[config.mk]
export PLATFORM = sky130hd
export DESIGN_NAME = lmsm_sequencer
export DESIGN_NICKNAME = d
export VERILOG_FILES = /design/src/rtl/lmsm_sequencer.sv
export SDC_FILE = /design/constraint.sdc
export NUM_CORES = 1
export LEC_CHECK = 0
export CAP_MARGIN = 10
export CORE_ASPECT_RATIO = 1.75
export CORE_MARGIN = 1.5
export CORE_UTILIZATION = 50
export DETAILED_ROUTE_END_ITERATION = 10
export DONT_BUFFER_PORTS = 1
export PLACE_DENSITY = 0.62
export SLEW_MARGIN = 20
export SYNTH_ARGS = -nofsm -noshare
export SYNTH_HDL_FRONTEND = slang
export SYNTH_SLANG_ARGS = --single-unit
[constraint.sdc]
create_clock -name clk -period 2.9 [get_ports clk]
set_clock_uncertainty 0.1 [all_clocks]
set_input_delay 0.435 -clock clk [delete_from_list [all_inputs] [get_ports clk]]
set_output_delay 0.435 -clock clk [all_outputs]
set_load 0.005 [all_outputs]
[src/rtl/lmsm_sequencer.sv]
// rtl/lmsm_sequencer.sv - LM/SM multi-cycle sequencer; LMSM_BASE_WB_EN adds base register write-back in DONE
module lmsm_sequencer (
  input  logic        clk,
  input  logic        reset,
  input  logic        start,
  input  logic        is_store,
  input  logic [15:0] base_addr,
  input  logic [7:0]  reg_mask,
  input  logic [2:0]  base_sel,
  output logic        busy,
  output logic        done,
  output logic [15:0] mem_read_add,
  input  logic [15:0] mem_rdata,
  output logic [15:0] mem_write_add,
  output logic [15:0] mem_wdata,
  output logic        mem_write_n,
  output logic [2:0]  rf_read_sel,
  input  logic [15:0] rf_read_data,
  output logic [2:0]  rf_write_sel,
  output logic [15:0] rf_write_data,
  output logic        rf_write_en
);

  localparam logic [1:0] ST_IDLE = 2'd0;
  localparam logic [1:0] ST_XFER = 2'd1;
  localparam logic [1:0] ST_DONE = 2'd2;

  logic [1:0]  state;
  logic [7:0]  mask_r;
  logic [15:0] ptr;
  logic        store_r;
  logic [2:0]  idx;
  logic [7:0]  mask_next;

`ifdef LMSM_BASE_WB_EN
  logic [2:0]  base_sel_r;

  // base register index is captured with start and written back in DONE
  always_ff @(posedge clk) begin
    if (!reset) begin
      base_sel_r <= 3'd0;
    end else if (state == ST_IDLE && start) begin
      base_sel_r <= base_sel;
    end
  end
`else
  logic unused_base_sel;
  assign unused_base_sel = ^base_sel;
`endif

  // index of the lowest pending register; the highest-priority hit is written last
  always_comb begin
    idx = 3'd0;
    for (int i = 7; i >= 0; i--) begin
      if (mask_r[i]) idx = 3'(i);
    end
  end

  // clearing the lowest set bit matches the register chosen by idx
  assign mask_next = mask_r & (mask_r - 8'd1);

  // control state, pending mask and address pointer
  always_ff @(posedge clk) begin
    if (!reset) begin
      state   <= ST_IDLE;
      mask_r  <= 8'd0;
      ptr     <= 16'd0;
      store_r <= 1'b0;
    end else begin
      case (state)
        ST_IDLE: begin
          if (start) begin
            mask_r  <= reg_mask;
            ptr     <= base_addr;
            store_r <= is_store;
            state   <= (reg_mask == 8'd0) ? ST_DONE : ST_XFER;
          end
        end
        ST_XFER: begin
          mask_r <= mask_next;
          ptr    <= ptr + 16'd1;
          if (mask_next == 8'd0) state <= ST_DONE;
        end
        ST_DONE: state <= ST_IDLE;
        default: state <= ST_IDLE;
      endcase
    end
  end

  // port outputs; everything returns to idle values while reset is held low
  always_comb begin
    busy          = 1'b0;
    done          = 1'b0;
    mem_read_add  = 16'd0;
    mem_write_add = 16'd0;
    mem_wdata     = 16'd0;
    mem_write_n   = 1'b1;
    rf_read_sel   = 3'd0;
    rf_write_sel  = 3'd0;
    rf_write_data = 16'd0;
    rf_write_en   = 1'b0;
    if (reset) begin
      case (state)
        ST_XFER: begin
          busy = 1'b1;
          if (store_r) begin
            rf_read_sel   = idx;
            mem_write_add = ptr;
            mem_wdata     = rf_read_data;
            mem_write_n   = 1'b0;
          end else begin
            mem_read_add  = ptr;
            rf_write_sel  = idx;
            rf_write_data = mem_rdata;
            rf_write_en   = 1'b1;
          end
        end
        ST_DONE: begin
          done = 1'b1;
`ifdef LMSM_BASE_WB_EN
          rf_write_en   = 1'b1;
          rf_write_sel  = base_sel_r;
          rf_write_data = ptr;
`endif
        end
        default: ;
      endcase
    end
  end

endmodule
# Yosys cells after proc, flatten, opt, wreduce, memory -nomap -nowiden
# Cells that the tools add are included.
# word_totals
regBits	27
input_bits	63
output_inout_bits	74
elab_cells	61
# classes
n_addsub	2
eq_ne	4
mux	43
bitwise	1
n_reduce_logical	7
# ops
op	count
$mux 16	13
$mux 3	14
$pmux 16 s2	1
$add 16x1->16 const B	1
$logic_not 8->1	2
$pmux 8 s2	1
$mux 1	9
$and 8x8->8	1
$mux 8	1
$sub 8x1->8 const B	1
$mux 2	3
$reduce_and 2->1	3
$ne 2x2->1 const B	2
$pmux 2 s2	1
$eq 2x1->1 const B	1
$eq 2x2->1 const B	1
$logic_not 2->1	1
$reduce_bool 2->1	1

# Depth between registers and ports, before layout
# Gate-level depths: netlist (run 1).
# logic_depth
ltp_word	11
ltp_mapped	8
depth_no_buf	5

# Worst setup path before layout (run 1)
# No wires, ideal clock.
# synth_timing
path_type	register -> output
startpoint	register state[1]
endpoint	output mem_read_add[6]
arrival_ns	1.449
required_time_ns	2.365
path_slack_ns	0.916
stages_incl_launch_ff	9
path_buffers	4
cell_sequence	dfxtp_1 > buf_6 > nand2b_1 > buf_6 > or3_1 > buf_2 > inv_2 > buf_4 > and2_2
# synth_via
elab_chain_len	3
# synth_lines
item	line_no	text
from (decl)	28	logic [1:0] state;
from (signal assigned)	76	state <= (reg_mask == 8'd0) ? ST_DONE : ST_XFER;
$eq 2x1->1	103	case (state)
$mux 16	103	
$mux 16	102	if (reset) begin
to (decl)	12	output logic [15:0] mem_read_add,
# No other way between the ends.

# Worst setup path after layout (run 1)
# layout_timing
startpoint	register state[0]
endpoint	output rf_write_data[15]
# layout_via
elab_chain_len	3
# layout_lines
item	line_no	text
$eq 2x1->1	103	
$mux 16	103	
$mux 16	102	
to (decl)	20	output logic [15:0] rf_write_data,
# No other way between the ends.

==> flow_metrics.tcl, run 1 <==
set metrics [dict create \
    status "finished clean" \
    drtIter0Drc 48 \
    pwr-share-seq_pct 47.7 \
    cts_tree "yes" \
    fillCellCount 483 \
    hold_buffers 0 \
    synth.cell_area_um2 2285 \
    p_per_area_nw_per_um2 451.4 \
    whs_ns 0.1694 \
    async_flop_share_pct 0 \
    drtPass1Iterations 4 \
    rows 32 \
    fin_util_pct 51.79 \
    hp-class "input port to flip-flop" \
    cts_resized 0 \
    ant_nets 0 \
    leakagePower_uw 0.0008164 \
    critical_path_class "flip-flop to output pin" \
    p_comb_share_pct 29.7 \
    start_util_pct 51.87 \
    synth_top_area_share_pct 23.66 \
    worst_slew_pin_slew_ns 0.7213 \
    synth_edf_count 0 \
    drc 0 \
    synth_cells 305 \
    max_slew_margin_pct 51.91 \
    crit_chain "buf_4 > nand2b_1 > or3_1 > inv_2 > and2_1" \
    grt_pass1_vias 1983 \
    place_ws_ns 0.5467 \
    io_buffers 0 \
    synth_area_leaders "dfxtp_1, and2_1, a21oi_1, nor2_1, nand2_1" \
    root_buffer "clkbuf_8" \
    fmax_mhz 371.6 \
    yosysWarnings 0 \
    grt_pass1_wl_um 10140 \
    grt-ovfl-total 0 \
    drive_above_1_share_pct 9.343 \
    nNetsFinal 354 \
    wirelength_um 6991 \
    vdd.ir_drop.worst_v 0.0004337 \
    ys.flop_type "dfxtp_1" \
    max_cap_violations 0 \
    clk_pin_slew_ns 0.10 \
    synth_seq_cells 27 \
    max_stage_delay_ns 0.45 \
    dieArea_um2 5000 \
    gp_congestion 0.8487 \
    htreeDepth 1 \
    grt_max_degree 43 \
    dr_total_vias 2234 \
    cts_sinks 27 \
    pin_count 137 \
    clk_latency_ns 0.28 \
    area_growth_pct -0.1642 \
    core_um2 4404 \
    ys_seq_area_share_pct 23.66 \
    layout_common_cells "and2_1, dfxtp_1, nor2_1" \
    ys_types 62 \
    cpMaxStageDelayCell "or3_1" \
    slew_violations 0 \
    finalHoldViolations 0 \
    setup_slack_ns 0.2091 \
    antenna_cells 0 \
    antenna_found_initial 0 \
    critPathMaxFanout 42 \
    start_kind "flip-flop" \
    dieWidth_um 54.10 \
    critPathBufInv 2 \
    synth_area_per_cell_um2 7.491 \
    switching_share_pct 37.32 \
    die_y_um 92.42 \
    track_usage_pct 27.67 \
    dp_hpwl_um 5197 \
    power_uw 1030 \
    path_delay_family "simple AND/OR/NAND/NOR gates" \
    period_needed_ns 2.691 \
    fin_setup_tns_ns 0 \
    syn_nets 369 \
    rsz0062_at_grt "no" \
    post-cts-setup-buffer-count 0 \
    p_sw_uw 384.2 \
    setup_viol 0 \
    yosysTopAreaCell "dfxtp_1" \
    period_share_pct 92.79 \
    wl_per_cell_um 20.56 \
    final_common_cell "and2_1" \
    cts_buffers 3 \
    p_int_uw 645.4 \
    clockPowerShare_pct 22.6 \
    cts_buffer_depth 2 \
    cp.arrival_ns 2.16 \
    viasPerCell 6.571 \
    required_ns 2.37 \
    setup.worst_path.end_class "output pin" \
]
==> cell usage after synthesis, types with 2 or more instances <==
cell type,count
nand4_1,7
o31a_1,2
a311oi_1,2
dfxtp_1,27
or4_4,2
nor2b_1,2
a21oi_1,20
and4_1,2
o21bai_1,2
nand2_1,16
a211oi_1,7
buf_2,6
o221ai_1,2
and2_2,2
o22ai_1,4
buf_4,3
o21ai_0,10
nand4b_1,2
buf_6,5
nor3_1,8
a21o_1,2
clkbuf_1,12
a2bb2oi_1,2
xnor2_1,2
o211ai_1,3
nand2b_1,4
and3_1,2
and2_1,62
nor4_1,7
o221a_2,4
nand3_1,3
a31oi_1,2
a2111oi_0,2
o31ai_1,2
o21a_1,3
or3_1,2
nor2_1,23
a22oi_1,5
inv_1,9
==> routing by layer <==
layer  GRT usage [%]  wire length [µm]
met2           46.44              3427
met1           32.43              2704
met4           8.750               139
met5               0                 0
met3           8.387               720
==> power groups by stage <==
| stage | logic, µW | registers, µW | clock network (µW) |
|---|---|---|---|
| 6_report | 306 | 491 | 233 |
| 4_1_cts | 306 | 489 | 232 |
| 5_1_grt | 344 | 499 | 239 |
| 3_5_place_dp | 303 | 498 | 0 |
| 2_1_floorplan | 290 | 457 | 0 |
| 3_3_place_gp | 302 | 497 | 0 |
==> state kept, by name (all words and copies together) (netlist names) <==
name,flops
state,2
ptr,16
store_r,1
mask_r,8
==> worst register-to-register path: stages, from the launching register on <==
cell and delay (ns):
dfxtp_1 0.34, buf_4 0.37, o21bai_1 0.29, buf_4 0.26
or3_1 0.31, o211ai_1 0.09, a21oi_1 0.05
==> stage by stage <==
stage               std cells  area [µm²]
floorplan                 305        2285
global placement          336        2236
detailed placement        336        2236
CTS                       340        2281
global route              340        2281
finish                    340        2281
==> layout make-up <==
| cell class | count | area [µm²] | area share, % |
|---|---|---|---|
| Timing Repair Buffer | 9 | 67.56 | 2.962 |
| Inverter | 10 | 37.54 | 1.646 |
| Multi-Input combinational cell | 239 | 1526 | 66.92 |
| Sequential cell | 27 | 540.5 | 23.70 |
| Tap cell | 51 | 63.81 | 2.798 |
| Clock buffer | 4 | 45.04 | 1.975 |
==> kinds of logic (layout without fill, tap and decap cells) <==
| logic type | count (synthesis) | after routing | synth area share, % |
|---|---|---|---|
| buf+inv | 39 | 23 | 9.528 |
| flops | 27 | 27 | 23.66 |
| fa+ha+maj | 2 | 2 | 0.9857 |
| xor+xnor | 2 | 2 | 0.7668 |
| mux | 1 | 1 | 0.4381 |
| simple gates | 148 | 148 | 36.97 |
| compound gates | 86 | 86 | 27.66 |
==> final timing paths <==
kind | to | start | cells past startpoint | slack, ns
setup reg to reg | ptr[8]$_SDFFE_PN0P_ | state[0]$_SDFFE_PN0P_ | 6 | 0.97
setup / recovery | rf_write_data[15] | state[0]$_SDFFE_PN0P_ | 5 | 0.21
hold reg to reg | store_r$_SDFFE_PN0P_ | store_r$_SDFFE_PN0P_ | 2 | 0.39
hold / removal | mask_r[0]$_SDFFE_PN0P_ | reset | 1 | 0.17
Note: power is estimated with default switching activity, not from simulation.
==> run 2, diff against run 1 <==
SKIP_LAST_GASP = 1   (was default)
==> results of run 2 <==
The final DEF is identical to that of run 1; final timing and power are the same.
==> run 3, diff against run 2 <==
CAP_MARGIN = 0   (was 10)
==> results of run 3 <==
The final DEF is identical to that of run 1; final timing and power are the same.
